### src/rtl/mem_map_pkg.sv
// Shared types and constants for the MIPS data-side memory-map decoder.
package mem_map_pkg;

  // Decoder access state.
  typedef enum logic [1:0] {
    StIdle   = 2'd0,
    StRamAcc = 2'd1,
    StIoAcc  = 2'd2,
    StErr    = 2'd3
  } state_e;

  // MARS default segment bases.
  localparam logic [31:0] MarsDataBase = 32'h1001_0000;
  localparam logic [31:0] MarsMmioBase = 32'hFFFF_0000;

  // Default region geometry (sizes in 32-bit words).
  localparam logic [31:0] DefRamBase  = MarsDataBase;
  localparam int unsigned DefRamDepth = 256;
  localparam logic [31:0] DefIoBase   = MarsMmioBase;
  localparam int unsigned DefIoDepth  = 16;
  localparam int unsigned DefIoWait   = 2;

  // True when a byte address lands on a word boundary.
  function automatic logic is_word_aligned(input logic [31:0] addr);
    return (addr[1:0] == 2'b00);
  endfunction

endpackage

### src/rtl/mem_region_match.sv
// Combinational region hit test and word index for one address window.
module mem_region_match #(
  parameter logic [31:0] Base  = 32'h0000_0000,
  parameter int unsigned Depth = 16,
  parameter int unsigned IdxW  = $clog2(Depth)
) (
  input  logic [31:0]     addr_i,
  output logic            hit_o,
  output logic [IdxW-1:0] idx_o
);

  // Window bounds in 33 bits so a region ending at 2^32 never wraps.
  localparam logic [32:0] Lo = {1'b0, Base};
  localparam logic [32:0] Hi = Lo + (33'(Depth) << 2);

  logic [31:0] offset;
  logic        unused_offset;

  // Hit test and byte-to-word index conversion.
  always_comb begin
    hit_o  = ({1'b0, addr_i} >= Lo) && ({1'b0, addr_i} < Hi);
    offset = addr_i - Base;
    idx_o  = offset[IdxW+1:2];
  end

  assign unused_offset = ^{offset[31:IdxW+2], offset[1:0]};

endmodule

### src/rtl/mem_map_decoder.sv
// Registered RAM / MMIO decoder with I/O wait states and a sticky fault register.
module mem_map_decoder
  import mem_map_pkg::*;
#(
  parameter logic [31:0] RAM_BASE  = DefRamBase,
  parameter int unsigned RAM_DEPTH = DefRamDepth,
  parameter logic [31:0] IO_BASE   = DefIoBase,
  parameter int unsigned IO_DEPTH  = DefIoDepth,
  parameter int unsigned IO_WAIT   = DefIoWait
) (
  input  logic                         clk,
  input  logic                         reset,
  input  logic                         ReqValid,
  input  logic                         ReqWrite,
  input  logic [31:0]                  Address,
  output logic                         ReqReady,
  output logic                         RamSel,
  output logic [$clog2(RAM_DEPTH)-1:0] RamAddress,
  output logic                         IoSel,
  output logic [$clog2(IO_DEPTH)-1:0]  IoAddress,
  output logic                         WriteEn,
  output logic                         RspValid,
  output logic                         RspError,
  input  logic                         FaultClear,
  output logic                         Fault,
  output logic [31:0]                  FaultAddress
);

  localparam int unsigned RamAw = $clog2(RAM_DEPTH);
  localparam int unsigned IoAw  = $clog2(IO_DEPTH);
  localparam int unsigned WaitW = (IO_WAIT > 0) ? $clog2(IO_WAIT + 1) : 1;

  state_e             state_q, state_d, dec_state;
  logic [WaitW-1:0]   wait_q, wait_d;
  logic               ram_sel_q, ram_sel_d;
  logic [RamAw-1:0]   ram_addr_q, ram_addr_d;
  logic               io_sel_q, io_sel_d;
  logic [IoAw-1:0]    io_addr_q, io_addr_d;
  logic               write_en_q, write_en_d;
  logic               rsp_valid_q, rsp_valid_d;
  logic               rsp_error_q, rsp_error_d;
  logic               fault_q, fault_d;
  logic [31:0]        fault_addr_q, fault_addr_d;

  logic               ram_hit, io_hit, accept, fault_set, io_holding;
  logic [RamAw-1:0]   ram_idx;
  logic [IoAw-1:0]    io_idx;

  mem_region_match #(
    .Base  (RAM_BASE),
    .Depth (RAM_DEPTH),
    .IdxW  (RamAw)
  ) u_ram_match (
    .addr_i (Address),
    .hit_o  (ram_hit),
    .idx_o  (ram_idx)
  );

  mem_region_match #(
    .Base  (IO_BASE),
    .Depth (IO_DEPTH),
    .IdxW  (IoAw)
  ) u_io_match (
    .addr_i (Address),
    .hit_o  (io_hit),
    .idx_o  (io_idx)
  );

  // An I/O access still has wait cycles left; the bus is held and no request is taken.
  assign io_holding = (state_q == StIoAcc) && (wait_q != '0);
  assign ReqReady   = !io_holding;
  assign accept     = ReqValid && ReqReady;

  // Classify the presented address; RAM wins where the windows overlap.
  always_comb begin
    if (!is_word_aligned(Address)) begin
      dec_state = StErr;
    end else if (ram_hit) begin
      dec_state = StRamAcc;
    end else if (io_hit) begin
      dec_state = StIoAcc;
    end else begin
      dec_state = StErr;
    end
  end

  assign fault_set = accept && (dec_state == StErr);

  // Next-state, wait counter, registered strobes and fault capture.
  always_comb begin
    state_d      = state_q;
    wait_d       = wait_q;
    ram_sel_d    = 1'b0;
    ram_addr_d   = ram_addr_q;
    io_sel_d     = 1'b0;
    io_addr_d    = io_addr_q;
    write_en_d   = 1'b0;
    rsp_valid_d  = 1'b0;
    rsp_error_d  = 1'b0;
    fault_d      = fault_q;
    fault_addr_d = fault_addr_q;

    if (io_holding) begin
      wait_d      = wait_q - WaitW'(1);
      io_sel_d    = 1'b1;
      write_en_d  = write_en_q;
      rsp_valid_d = (wait_q == WaitW'(1));
    end else if (accept) begin
      state_d = dec_state;
      unique case (dec_state)
        StRamAcc: begin
          ram_sel_d   = 1'b1;
          ram_addr_d  = ram_idx;
          write_en_d  = ReqWrite;
          rsp_valid_d = 1'b1;
        end
        StIoAcc: begin
          io_sel_d    = 1'b1;
          io_addr_d   = io_idx;
          write_en_d  = ReqWrite;
          wait_d      = WaitW'(IO_WAIT);
          rsp_valid_d = (IO_WAIT == 0);
        end
        default: begin
          rsp_valid_d = 1'b1;
          rsp_error_d = 1'b1;
        end
      endcase
    end else begin
      state_d = StIdle;
    end

    // A new fault beats a simultaneous clear; the address is kept from the first fault.
    if (fault_set) begin
      fault_d = 1'b1;
      if (!fault_q || FaultClear) begin
        fault_addr_d = Address;
      end
    end else if (FaultClear) begin
      fault_d = 1'b0;
    end
  end

  // State and output registers.
  always_ff @(posedge clk or posedge reset) begin
    if (reset) begin
      state_q      <= StIdle;
      wait_q       <= '0;
      ram_sel_q    <= 1'b0;
      ram_addr_q   <= '0;
      io_sel_q     <= 1'b0;
      io_addr_q    <= '0;
      write_en_q   <= 1'b0;
      rsp_valid_q  <= 1'b0;
      rsp_error_q  <= 1'b0;
      fault_q      <= 1'b0;
      fault_addr_q <= '0;
    end else begin
      state_q      <= state_d;
      wait_q       <= wait_d;
      ram_sel_q    <= ram_sel_d;
      ram_addr_q   <= ram_addr_d;
      io_sel_q     <= io_sel_d;
      io_addr_q    <= io_addr_d;
      write_en_q   <= write_en_d;
      rsp_valid_q  <= rsp_valid_d;
      rsp_error_q  <= rsp_error_d;
      fault_q      <= fault_d;
      fault_addr_q <= fault_addr_d;
    end
  end

  assign RamSel       = ram_sel_q;
  assign RamAddress   = ram_addr_q;
  assign IoSel        = io_sel_q;
  assign IoAddress    = io_addr_q;
  assign WriteEn      = write_en_q;
  assign RspValid     = rsp_valid_q;
  assign RspError     = rsp_error_q;
  assign Fault        = fault_q;
  assign FaultAddress = fault_addr_q;

endmodule

### config.mk
export PLATFORM = sky130hd
export DESIGN_NAME = mem_map_decoder
export DESIGN_NICKNAME = d
export VERILOG_FILES = /design/src/rtl/mem_map_pkg.sv /design/src/rtl/mem_region_match.sv /design/src/rtl/mem_map_decoder.sv
export SDC_FILE = /design/constraint.sdc
export NUM_CORES = 1
export LEC_CHECK = 0
export ABC_AREA = 1
export ABC_CLOCK_PERIOD_IN_PS = 1410
export CAP_MARGIN = 20
export CORE_UTILIZATION = 25
export DETAILED_ROUTE_END_ITERATION = 10
export GPL_TIMING_DRIVEN = 0
export REMOVE_ABC_BUFFERS = 1
export SYNTH_ARGS = -nofsm -noshare
export SYNTH_HDL_FRONTEND = slang
export SYNTH_SLANG_ARGS = --single-unit
### constraint.sdc
create_clock -name clk -period 1.41 [get_ports clk]
set_input_delay 0.141 -clock clk [delete_from_list [all_inputs] [get_ports clk]]
set_output_delay 0.141 -clock clk [all_outputs]
set_load 0.01 [all_outputs]
==> metrics <==
Tmin final 1.49 ns; crit path cell chain inv_2 > ha_4 > inv_2 > nand2_4 > nand2_8 > buf_6 > nor2_4 > clkbuf_16 > nand4_1 > nand2_1; CTS Root Cell clkbuf_8; largest net degree at the start of global routing 29; endpoints failing setup 34; Synth Warn # 0; gpl congestion 0.717; nets 438; outcome finished with violations; asr flop ratio synth 100%; failing checks setup timing; final setup TNS -1.64 ns; Num CTS Buffers 5; Initial Utilization 26.1%; Yosys top cell area share 55.2%; antenna viol nets, final 0; worst-path fanout max 6; Most used DFF post-synth dfrtp_1; most frequent cell after synthesis nand2_1; Final Max Slew Viols 0; Max Clk Rate 670 MHz; most frequent CP cell inv_2; power per cell area 1010 mW/mm²; Final Skew 0.00876 ns; PortBufs 87; Mapped Cells 286; unique cell type count in the Yosys netlist 18; mean routed wirelength per cell 15.1 µm; Routed WL 7.97 mm; vias in the first global route 2347; Avg Cell Area, Syn 8.56 µm²; hpwl dp 4.69 mm; Die W 101 µm; gr usage total 16.0%; filler cell count 955; RSZ-0062 raised after global routing yes; Worst Tran Pin Value 0.609 ns; Final Hold Viols 0; worst min-delay path class input port to flip-flop; Commonest cells post-synth nand2_1, dfrtp_1, nand4_1; first-pass GRT wire length 12.4 mm; number of max-cap violations 0; Worst Path Required 1.66 ns; area leader, netlist dfrtp_1; Synth-to-Final Area Change 67.8%; DRC viols 0; vias per std cell 4.46; Rel. slew slack 59.3%; Clock Pin Slew Worst Setup and Hold Paths 0.11 ns; Worst IR Drop VDD 0.488 mV; Die H 101 µm; arrival time at the worst endpoint 1.74 ns; crit share post-route 106%; drt pass-1 iters 4; initial antenna violation count 0; CTS tree done; layout cells sized above 1 20.6%; Cell Area, Synth 0.00245 mm²; Max clock buf depth 2; FF+latch count, synth 54; crit path capture type flip-flop; DP Worst Slack -1.31 ns; Setup CP Type flip-flop to flip-flop; startpoint type of the worst setup path flip-flop; initial drt markers 81; Finished Core Util 43.8%; Register Area 0.00135 mm²; die area 0.0102 mm²; share of the yosys chip area belonging to registers 55.2%; clk sinks 54; core area 0.00937 mm²; total grt overflow 0; Worst-Skew Late Latency 0.31 ns; I/O pins 88; antenna cells 0; Synth area leaders dfrtp_1, nand2_1, nand4_1; multi-input logic area 0.00115 mm²; Max stage delay on crit path 0.38 ns; via count 2357; leakage 2.21 nW; Final WS setup -0.0817 ns; Row Count 35; number of synthesized flops with an enable pin 0; CP max stage cell dfrtp_1; H-Tree Depth 2
-- worst max-delay path, delay by kind of cell, from the launching register on --
family / cells / cell delay (ns)
adders and majority gates: 1 / 0.13
buffers and inverters: 4 / 0.44
DFF: 1 / 0.38
and+or+nand+nor: 5 / 0.48
-- path summary, 6_finish.rpt --
path                            slack [ns]               end          from  cells past startpoint
worst min-delay path                  0.13  FaultAddress[14]   Address[14]                      3
max in group asynchronous             0.62  FaultAddress[11]         reset                      3
min in group asynchronous             0.22      IoAddress[2]         reset                      2
worst min register to register        0.49      IoAddress[3]  IoAddress[3]                      2
worst max-delay path                 -0.08  FaultAddress[16]     wait_q[1]                     10
worst max register to register       -0.08  FaultAddress[16]     wait_q[1]                     10
-- repair_timing --
action                     in CTS  in global routing
gates cloned                    4                  2
resized for setup              78                 40
setup buffers                  19                  3
setup endpoints to repair      51                 65
pin swaps                      20                 14
hold buffers                    0                  0
-- where the power goes --
part / switching, mW / internal, mW / total (mW)
registers: 0.139 / 1.78 / 1.92
logic: 0.543 / 0.647 / 1.19
clock network: 0.533 / 0.524 / 1.06
-- placed cells by master, fill, tap and decap left out --
cell,n
a31oi_1,1
a32o_1,1
buf_12,3
buf_16,2
buf_2,1
buf_4,10
buf_6,7
buf_8,3
bufinv_16,1
clkbuf_16,1
clkbuf_8,5
clkdlybuf4s50_1,41
clkinv_2,2
dfrtp_1,54
dlygate4sd2_1,21
dlymetal6s2s_1,24
ha_1,1
ha_4,2
inv_1,13
inv_2,6
inv_8,2
nand2_1,111
nand2_2,11
nand2_4,2
nand2_8,2
nand3_1,1
nand3_2,2
nand3_4,3
nand4_1,32
nand4_4,2
nor2_1,13
nor2_2,6
nor2_4,9
o21ai_0,4
-- per-stage QoR --
step           total power [mW]  instance area, µm²  hold WS [ns]  std cells
6_report                   4.17                4110         0.135        528
3_5_place_dp               3.05                3440         0.465        492
2_1_floorplan              2.32                2350         0.251        274
5_1_grt                    4.42                4110         0.126        528
3_3_place_gp               3.01                3380         0.463        490
4_1_cts                    4.23                3950         0.208        523
-- metal layers --
layer  wire length [µm]  share of wire, %  up-vias  global-route usage (%)
met4                 17              0.21        0                    3.34
met3                417               5.2        2                    3.05
li1                   -                 -     1147                       -
met2               3820                48       73                    26.7
met1               3710                47     1135                    21.7
met5                  0                 0        -                       0
-- logic make-up (layout without fill, tap and decap cells) --
kind of cell,count (synthesis),count (layout),share of synthesized area (%)
AOI/OAI and AO/OA,6,6,1.48
adders and majority gates,3,3,1.53
buffers and inverters,33,142,7.20
DFF,54,54,55.2
and+or+nand+nor,190,194,34.6
-- area by class of cell --
type	instances	share of cell area, %
Clock buffer	5	1.67
Clock inverter	3	0.974
Multi-Input combinational cell	203	28.1
Inverter	21	2.28
Sequential cell	54	32.9
Timing Repair Buffer	113	30.1
Tap cell	129	3.93
-- registers in the layout, summed over array words and instances, names as in the netlist --
| name | count |
|---|---|
| Fault | 1 |
| RamAddress | 8 |
| WriteEn | 1 |
| IoAddress | 4 |
| FaultAddress | 32 |
| RspValid | 1 |
| RspError | 1 |
| IoSel | 1 |
| state_q | 2 |
| wait_q | 2 |
| RamSel | 1 |
Power figures use the tool's default switching activity.
